## config.mk

```make
export PLATFORM = sky130hd
export DESIGN_NAME = shift_add_multiplier
export DESIGN_NICKNAME = d
export VERILOG_FILES = /design/src/rtl/shift_add_multiplier.sv
export SDC_FILE = /design/constraint.sdc
export NUM_CORES = 1
export LEC_CHECK = 0
export CORE_ASPECT_RATIO = 0.8
export CORE_UTILIZATION = 43
export DETAILED_ROUTE_END_ITERATION = 10
export GPL_TIMING_DRIVEN = 0
export PLACE_DENSITY_LB_ADDON = 0.08
export SYNTH_ARGS = -nofsm -noshare
export SYNTH_HDL_FRONTEND = slang
export SYNTH_SLANG_ARGS = --single-unit
```

## constraint.sdc

```tcl
create_clock -name clk -period 3 [get_ports clk]
set_input_delay 0.45 -clock clk [delete_from_list [all_inputs] [get_ports clk]]
set_output_delay 0.45 -clock clk [all_outputs]
set_load 0.02 [all_outputs]
```

## src/rtl/shift_add_multiplier.sv

```systemverilog
// Radix-2 shift-add multiplier, W x W -> 2W, signed/unsigned; SHIFT_ADD_MULTIPLIER_EARLY_EXIT_EN finishes once the multiplier is exhausted.
// Latency W/N+1 edges after accept (shorter with early exit); commands are taken only while out_can_accept_cmd=1.
module shift_add_multiplier #(
  parameter int ARGS_WIDTH               = 32,
  parameter int NUM_ITERATIONS_PER_CYCLE = 1
) (
  input  logic                  clk,
  input  logic                  rst,
  input  logic                  in_enable,
  input  logic                  in_unsgn_or_sgn,
  input  logic [ARGS_WIDTH-1:0] in_a,
  input  logic [ARGS_WIDTH-1:0] in_b,
  output logic [ARGS_WIDTH-1:0] out_prod_hi,
  output logic [ARGS_WIDTH-1:0] out_prod_lo,
  output logic                  out_can_accept_cmd,
  output logic                  out_data_ready
);

  localparam int W     = ARGS_WIDTH;
  localparam int N     = NUM_ITERATIONS_PER_CYCLE;
  localparam int STEPS = W / N;
  localparam int CW    = $clog2(STEPS + 1);

  typedef enum logic [1:0] {
    S_IDLE   = 2'd0,
    S_ITER   = 2'd1,
    S_FINISH = 2'd2
  } state_t;

  state_t          state_q, state_d;
  logic [2*W-1:0]  mcand_q, mcand_d;
  logic [W-1:0]    mplier_q, mplier_d;
  logic [2*W-1:0]  acc_q, acc_d;
  logic [CW-1:0]   cnt_q, cnt_d;
  logic            mode_q, mode_d;
  logic            sign_diff_q, sign_diff_d;
  logic [2*W-1:0]  prod_q, prod_d;
  logic            can_accept_q, can_accept_d;
  logic            ready_q, ready_d;

  logic            a_neg, b_neg;
  logic [W-1:0]    a_mag, b_mag;
  logic [2*W-1:0]  step_acc, step_mc;
  logic [W-1:0]    step_mp;
  logic [2*W-1:0]  final_prod;

  // Magnitudes are plain W-bit unsigned, so -2^(W-1) maps to 2^(W-1) exactly.
  assign a_neg = in_unsgn_or_sgn & in_a[W-1];
  assign b_neg = in_unsgn_or_sgn & in_b[W-1];
  assign a_mag = a_neg ? (~in_a + 1'b1) : in_a;
  assign b_mag = b_neg ? (~in_b + 1'b1) : in_b;

  assign final_prod = (mode_q && sign_diff_q) ? (~acc_q + 1'b1) : acc_q;

  // N multiplier bits per edge; the multiplicand is pre-shifted so each bit adds it in place.
  always_comb begin
    step_acc = acc_q;
    step_mc  = mcand_q;
    step_mp  = mplier_q;
    for (int i = 0; i < N; i++) begin
      if (step_mp[0]) begin
        step_acc = step_acc + step_mc;
      end
      step_mc = step_mc << 1;
      step_mp = step_mp >> 1;
    end
  end

  always_comb begin
    state_d      = state_q;
    mcand_d      = mcand_q;
    mplier_d     = mplier_q;
    acc_d        = acc_q;
    cnt_d        = cnt_q;
    mode_d       = mode_q;
    sign_diff_d  = sign_diff_q;
    prod_d       = prod_q;
    can_accept_d = can_accept_q;
    ready_d      = ready_q;

    case (state_q)
      S_IDLE: begin
        if (in_enable && can_accept_q) begin
          mcand_d      = {{W{1'b0}}, a_mag};
          mplier_d     = b_mag;
          acc_d        = '0;
          cnt_d        = CW'(STEPS);
          mode_d       = in_unsgn_or_sgn;
          sign_diff_d  = a_neg ^ b_neg;
          can_accept_d = 1'b0;
          ready_d      = 1'b0;
          state_d      = S_ITER;
        end
      end

      S_ITER: begin
`ifdef SHIFT_ADD_MULTIPLIER_EARLY_EXIT_EN
        if (mplier_q == '0) begin
          prod_d       = final_prod;
          can_accept_d = 1'b1;
          ready_d      = 1'b1;
          state_d      = S_IDLE;
        end else begin
`else
        begin
`endif
          acc_d    = step_acc;
          mcand_d  = step_mc;
          mplier_d = step_mp;
          cnt_d    = cnt_q - 1'b1;
          if (cnt_q == CW'(1)) begin
            state_d = S_FINISH;
          end
        end
      end

      S_FINISH: begin
        prod_d       = final_prod;
        can_accept_d = 1'b1;
        ready_d      = 1'b1;
        state_d      = S_IDLE;
      end

      default: begin
        state_d = S_IDLE;
      end
    endcase
  end

  always_ff @(posedge clk) begin
    if (rst) begin
      state_q      <= S_IDLE;
      mcand_q      <= '0;
      mplier_q     <= '0;
      acc_q        <= '0;
      cnt_q        <= '0;
      mode_q       <= 1'b0;
      sign_diff_q  <= 1'b0;
      prod_q       <= '0;
      can_accept_q <= 1'b1;
      ready_q      <= 1'b0;
    end else begin
      state_q      <= state_d;
      mcand_q      <= mcand_d;
      mplier_q     <= mplier_d;
      acc_q        <= acc_d;
      cnt_q        <= cnt_d;
      mode_q       <= mode_d;
      sign_diff_q  <= sign_diff_d;
      prod_q       <= prod_d;
      can_accept_q <= can_accept_d;
      ready_q      <= ready_d;
    end
  end

  assign out_prod_hi        = prod_q[2*W-1:W];
  assign out_prod_lo        = prod_q[W-1:0];
  assign out_can_accept_cmd = can_accept_q;
  assign out_data_ready     = ready_q;

endmodule

```

==> metrics.txt <==
# TYPE chip_impl_metric gauge
chip_impl_metric{name="period_needed",unit="ns"} 3.00
chip_impl_metric{name="area_delta_synth_final",unit="%"} 23.8
chip_impl_metric{name="grt_util_all_layers",unit="%"} 27.1
chip_impl_metric{name="cts_hold_repair_buffers",unit=""} 0
chip_impl_metric{name="drive_gt1_share",unit="%"} 10.5
chip_impl_metric{name="drtIter0Drc",unit=""} 1199
chip_impl_info{name="rr_endpoint",value="acc_q[58]"} 1
chip_impl_metric{name="power.leakage",unit="nW"} 6.59
chip_impl_metric{name="maxSlewHeadroom",unit="%"} 42.1
chip_impl_metric{name="synth_sequential_area_ratio",unit="%"} 32.6
chip_impl_info{name="critPathSlowestCell",value="sky130_fd_sc_hd__or4_4"} 1
chip_impl_metric{name="cp.required",unit="ns"} 3.42
chip_impl_info{name="whs_endpoint",value="mode_q"} 1
chip_impl_info{name="min_path_type",value="in -> reg"} 1
chip_impl_metric{name="num_rows",unit=""} 59
chip_impl_metric{name="mappedNetlistNets",unit=""} 2010
chip_impl_info{name="timing.critical_path.mode_cell",value="sky130_fd_sc_hd__o21a_1"} 1
chip_impl_metric{name="cap_violations",unit=""} 0
chip_impl_info{name="unrepaired_setup_endpoints_after_global_routing",value="true"} 1
chip_impl_metric{name="dp_hpwl",unit="um"} 37300
chip_impl_metric{name="hold_viol",unit=""} 0
chip_impl_metric{name="cts_max_level",unit=""} 1
chip_impl_metric{name="global_route_overflow",unit=""} 0
chip_impl_metric{name="dieWidth",unit="um"} 207
chip_impl_info{name="status",value="completed"} 1
chip_impl_metric{name="dr.pass1.iters",unit=""} 6
chip_impl_metric{name="antennaDiodeCount",unit=""} 0
chip_impl_metric{name="worst_ep_arrival_time",unit="ns"} 3.42
chip_impl_metric{name="grt.met2_usage",unit="%"} 38.7
chip_impl_metric{name="clock_insertion_delay_worst_skew",unit="ns"} 0.57
chip_impl_metric{name="fp.dieH",unit="um"} 166
chip_impl_metric{name="portBuffers",unit=""} 131
chip_impl_info{name="cts_tree",value="yes"} 1
chip_impl_metric{name="top_level_ports",unit=""} 134
chip_impl_metric{name="synthesis.instances",unit=""} 1873
chip_impl_metric{name="ir_drop",unit="V"} 0.000368
chip_impl_metric{name="netlist.area_leader.share",unit="%"} 32.6
chip_impl_metric{name="max_stage_delay",unit="ns"} 0.58
chip_impl_metric{name="filler_cell_count",unit=""} 3232
chip_impl_info{name="most_frequent_cell_after_synthesis",value="sky130_fd_sc_hd__nand2_1"} 1
chip_impl_metric{name="gpl.final_weighted_congestion",unit=""} 0.928
chip_impl_metric{name="final_antenna_net_count",unit=""} 0
chip_impl_info{name="crit_path_end_kind",value="flip-flop"} 1
chip_impl_metric{name="floorplan.die_area",unit="mm2"} 0.0344
chip_impl_metric{name="clock_skew",unit="ns"} 0.0289
chip_impl_metric{name="coreArea",unit="mm2"} 0.0329
chip_impl_metric{name="postSynth.asyncResetShare",unit="%"} 0
chip_impl_info{name="globalRoute.busiestLayer",value="met1"} 1
chip_impl_metric{name="routedWlPerCell",unit="um"} 19.1
chip_impl_metric{name="design_power_total",unit="W"} 0.00764
chip_impl_info{name="cts.root.buffer_cell",value="sky130_fd_sc_hd__clkbuf_16"} 1
chip_impl_metric{name="routed_via_density",unit=""} 5.77
chip_impl_metric{name="fin_nets",unit=""} 2184
chip_impl_info{name="synthFlopType",value="sky130_fd_sc_hd__dfxtp_1"} 1
chip_impl_metric{name="route.detailed.drc",unit=""} 0
chip_impl_metric{name="postSynthRegisterBits",unit=""} 236
chip_impl_metric{name="drt_wl_total",unit="um"} 47600
chip_impl_info{name="min_from",value="in_unsgn_or_sgn"} 1
chip_impl_info{name="critPathLaunchType",value="flip-flop"} 1
chip_impl_metric{name="synth-edff-count",unit=""} 0
chip_impl_metric{name="worst_slew_pin_slew",unit="ns"} 0.869
chip_impl_metric{name="grt_util_met1",unit="%"} 42.4
chip_impl_metric{name="power_density",unit="mW/mm2"} 426
chip_impl_metric{name="worst_hold_path.num_cells",unit=""} 3
chip_impl_metric{name="period_share",unit="%"} 99.8
chip_impl_metric{name="floorplan.initialDensity",unit="%"} 44.1
chip_impl_metric{name="synth_cell_type_count",unit=""} 81
chip_impl_info{name="reg2reg_from",value="mcand_q[25]"} 1
chip_impl_metric{name="report.final.slew_viol_count",unit=""} 0
chip_impl_metric{name="grt_pass1_wl",unit="um"} 74600
chip_impl_metric{name="cts.clk_slew.worst_paths",unit="ns"} 0.07
chip_impl_metric{name="yosysWarningCount",unit=""} 0
chip_impl_metric{name="largest_net_degree_at_the_start_of_global_routing",unit=""} 15
chip_impl_metric{name="num_vias",unit=""} 14378
chip_impl_info{name="yosys.area.top_type",value="sky130_fd_sc_hd__dfxtp_1"} 1
chip_impl_metric{name="first_global_vias",unit=""} 13146
chip_impl_metric{name="clock_sink_count",unit=""} 236
chip_impl_metric{name="cts_max_path_buffers",unit=""} 3
chip_impl_metric{name="synth.cell_area",unit="mm2"} 0.0145
chip_impl_metric{name="finish.utilization",unit="%"} 54.6
chip_impl_info{name="synth_common_cells",value="sky130_fd_sc_hd__nand2_1, sky130_fd_sc_hd__dfxtp_1, sky130_fd_sc_hd__a21oi_1"} 1
chip_impl_info{name="critPathKind",value="reg -> reg"} 1
chip_impl_metric{name="met3_usage",unit="%"} 4.27
chip_impl_metric{name="finalSetupViolCount",unit=""} 0
chip_impl_metric{name="synth_area_per_cell",unit="um2"} 7.74
chip_impl_metric{name="achievable-frequency",unit="GHz"} 0.334
chip_impl_metric{name="critical_path_peak_fanout",unit=""} 5
chip_impl_metric{name="ff2ff_setup_slack",unit="ns"} 0.005
chip_impl_metric{name="reg2regPathDepth",unit=""} 11
chip_impl_metric{name="setup_tns",unit="ns"} 0
chip_impl_metric{name="tritoncts.num_buffers",unit=""} 26
chip_impl_info{name="synth_top_cells_by_area",value="sky130_fd_sc_hd__dfxtp_1, sky130_fd_sc_hd__a21oi_1, sky130_fd_sc_hd__nand2_1"} 1
chip_impl_metric{name="number_of_antenna_violations_at_the_first_check_in_global_routing",unit=""} 1
chip_impl_info{name="crit_chain",value="ha_4 > nand2_2 > or4_4 > nor2_4 > o2111ai_4 > a31oi_4 > o211ai_4 > a211oi_2 > o21a_1 > o21a_1 > o31ai_2"} 1
==> per-layer routing <==
layer | share of wire (%) | wire length [um]
met1 | 52 | 24600
met2 | 40 | 19000
met3 | 7.0 | 3330
met4 | 1.4 | 680
met5 | 0.023 | 11
==> placed cells by master, fill, tap and decap left out, drive strengths merged, types with 68 or more instances in the layout <==
cell type / netlist / routed
a21oi: 223 / 223
a22oi: 84 / 84
clkbuf: 98 / 127
clkdlybuf4s50: 0 / 131
dfxtp: 236 / 236
ha: 68 / 68
nand2: 280 / 280
nor2: 129 / 129
o21ai: 166 / 166
xnor2: 94 / 94
xor2: 83 / 83
==> area by class of cell <==
type / instances / area (um2) / area share, %
multi-input combinational: 1493 / 9760 / 54.4
sequential: 236 / 4780 / 26.7
timing repair buffer: 150 / 1490 / 8.30
clock buffer: 32 / 713 / 3.97
tap: 427 / 534 / 2.98
buffer: 111 / 427 / 2.38
clock inverter: 14 / 125 / 0.697
inverter: 29 / 109 / 0.607
==> worst max path at each step <==
stage | from | endpoint | slack, ns | depth (start not counted)
2_1_floorplan | acc_q[0] | acc_q[56] | 0.13 | 13
3_3_place_gp | acc_q[1] | acc_q[53] | -0.65 | 11
3_5_place_dp | acc_q[0] | acc_q[56] | -0.67 | 13
4_1_cts | mcand_q[6] | acc_q[44] | -0.01 | 12
5_1_grt | acc_q[0] | acc_q[58] | -0.08 | 13
6_report | mcand_q[25] | acc_q[58] | 0.005 | 11
==> flip-flops by register name, summed over array words and instances (netlist names), 2 cells and up <==
| signal | flops |
|---|---|
| state_q | 2 |
| cnt_q | 6 |
| mcand_q | 64 |
| acc_q | 64 |
| mplier_q | 32 |
| prod_q | 64 |
==> stage by stage <==
step	worst slack, ns	cells	hold slack, ns	cell area (um2)
after floorplan	0.130	1873	0.432	14500
after detailed placement	-0.667	2432	0.441	16400
after CTS	-0.0131	2484	0.271	17500
after global routing	-0.0784	2492	0.293	17900
final	0.00462	2492	0.294	17900
after global placement	-0.650	2431	0.437	16300
==> where the power goes <==
group	switching, W	internal, W	total [W]
Combinational	0.000698	0.000405	0.00110
Sequential	0.000108	0.00323	0.00334
Clock	0.00141	0.00179	0.00319
Total	0.00221	0.00543	0.00764
==> critical path, delay by kind of cell (launching register included) <==
kind | cells | cell delay, ns
DFF | 1 | 0.37
AOI/OAI and AO/OA | 7 | 1.30
adders and majority gates | 1 | 0.32
and+or+nand+nor | 3 | 0.85
==> cells by family after synthesis <==
family | Yosys count | synth area share (%)
adder cells (fa/ha/maj) | 69 | 6.01
multiplexers | 2 | 0.138
AO/OA/AOI/OAI | 624 | 26.7
buffers and inverters | 144 | 3.77
AND/OR/NAND/NOR | 621 | 20.0
flip-flops | 236 | 32.6
XOR/XNOR | 177 | 10.7
==> timing repair <==
action	in CTS	in global routing
buffers inserted	6	12
pin swaps	6	38
endpoints found under the setup margin	43	33
gates resized for setup	57	92
Note: power is estimated with default switching activity, not from simulation.
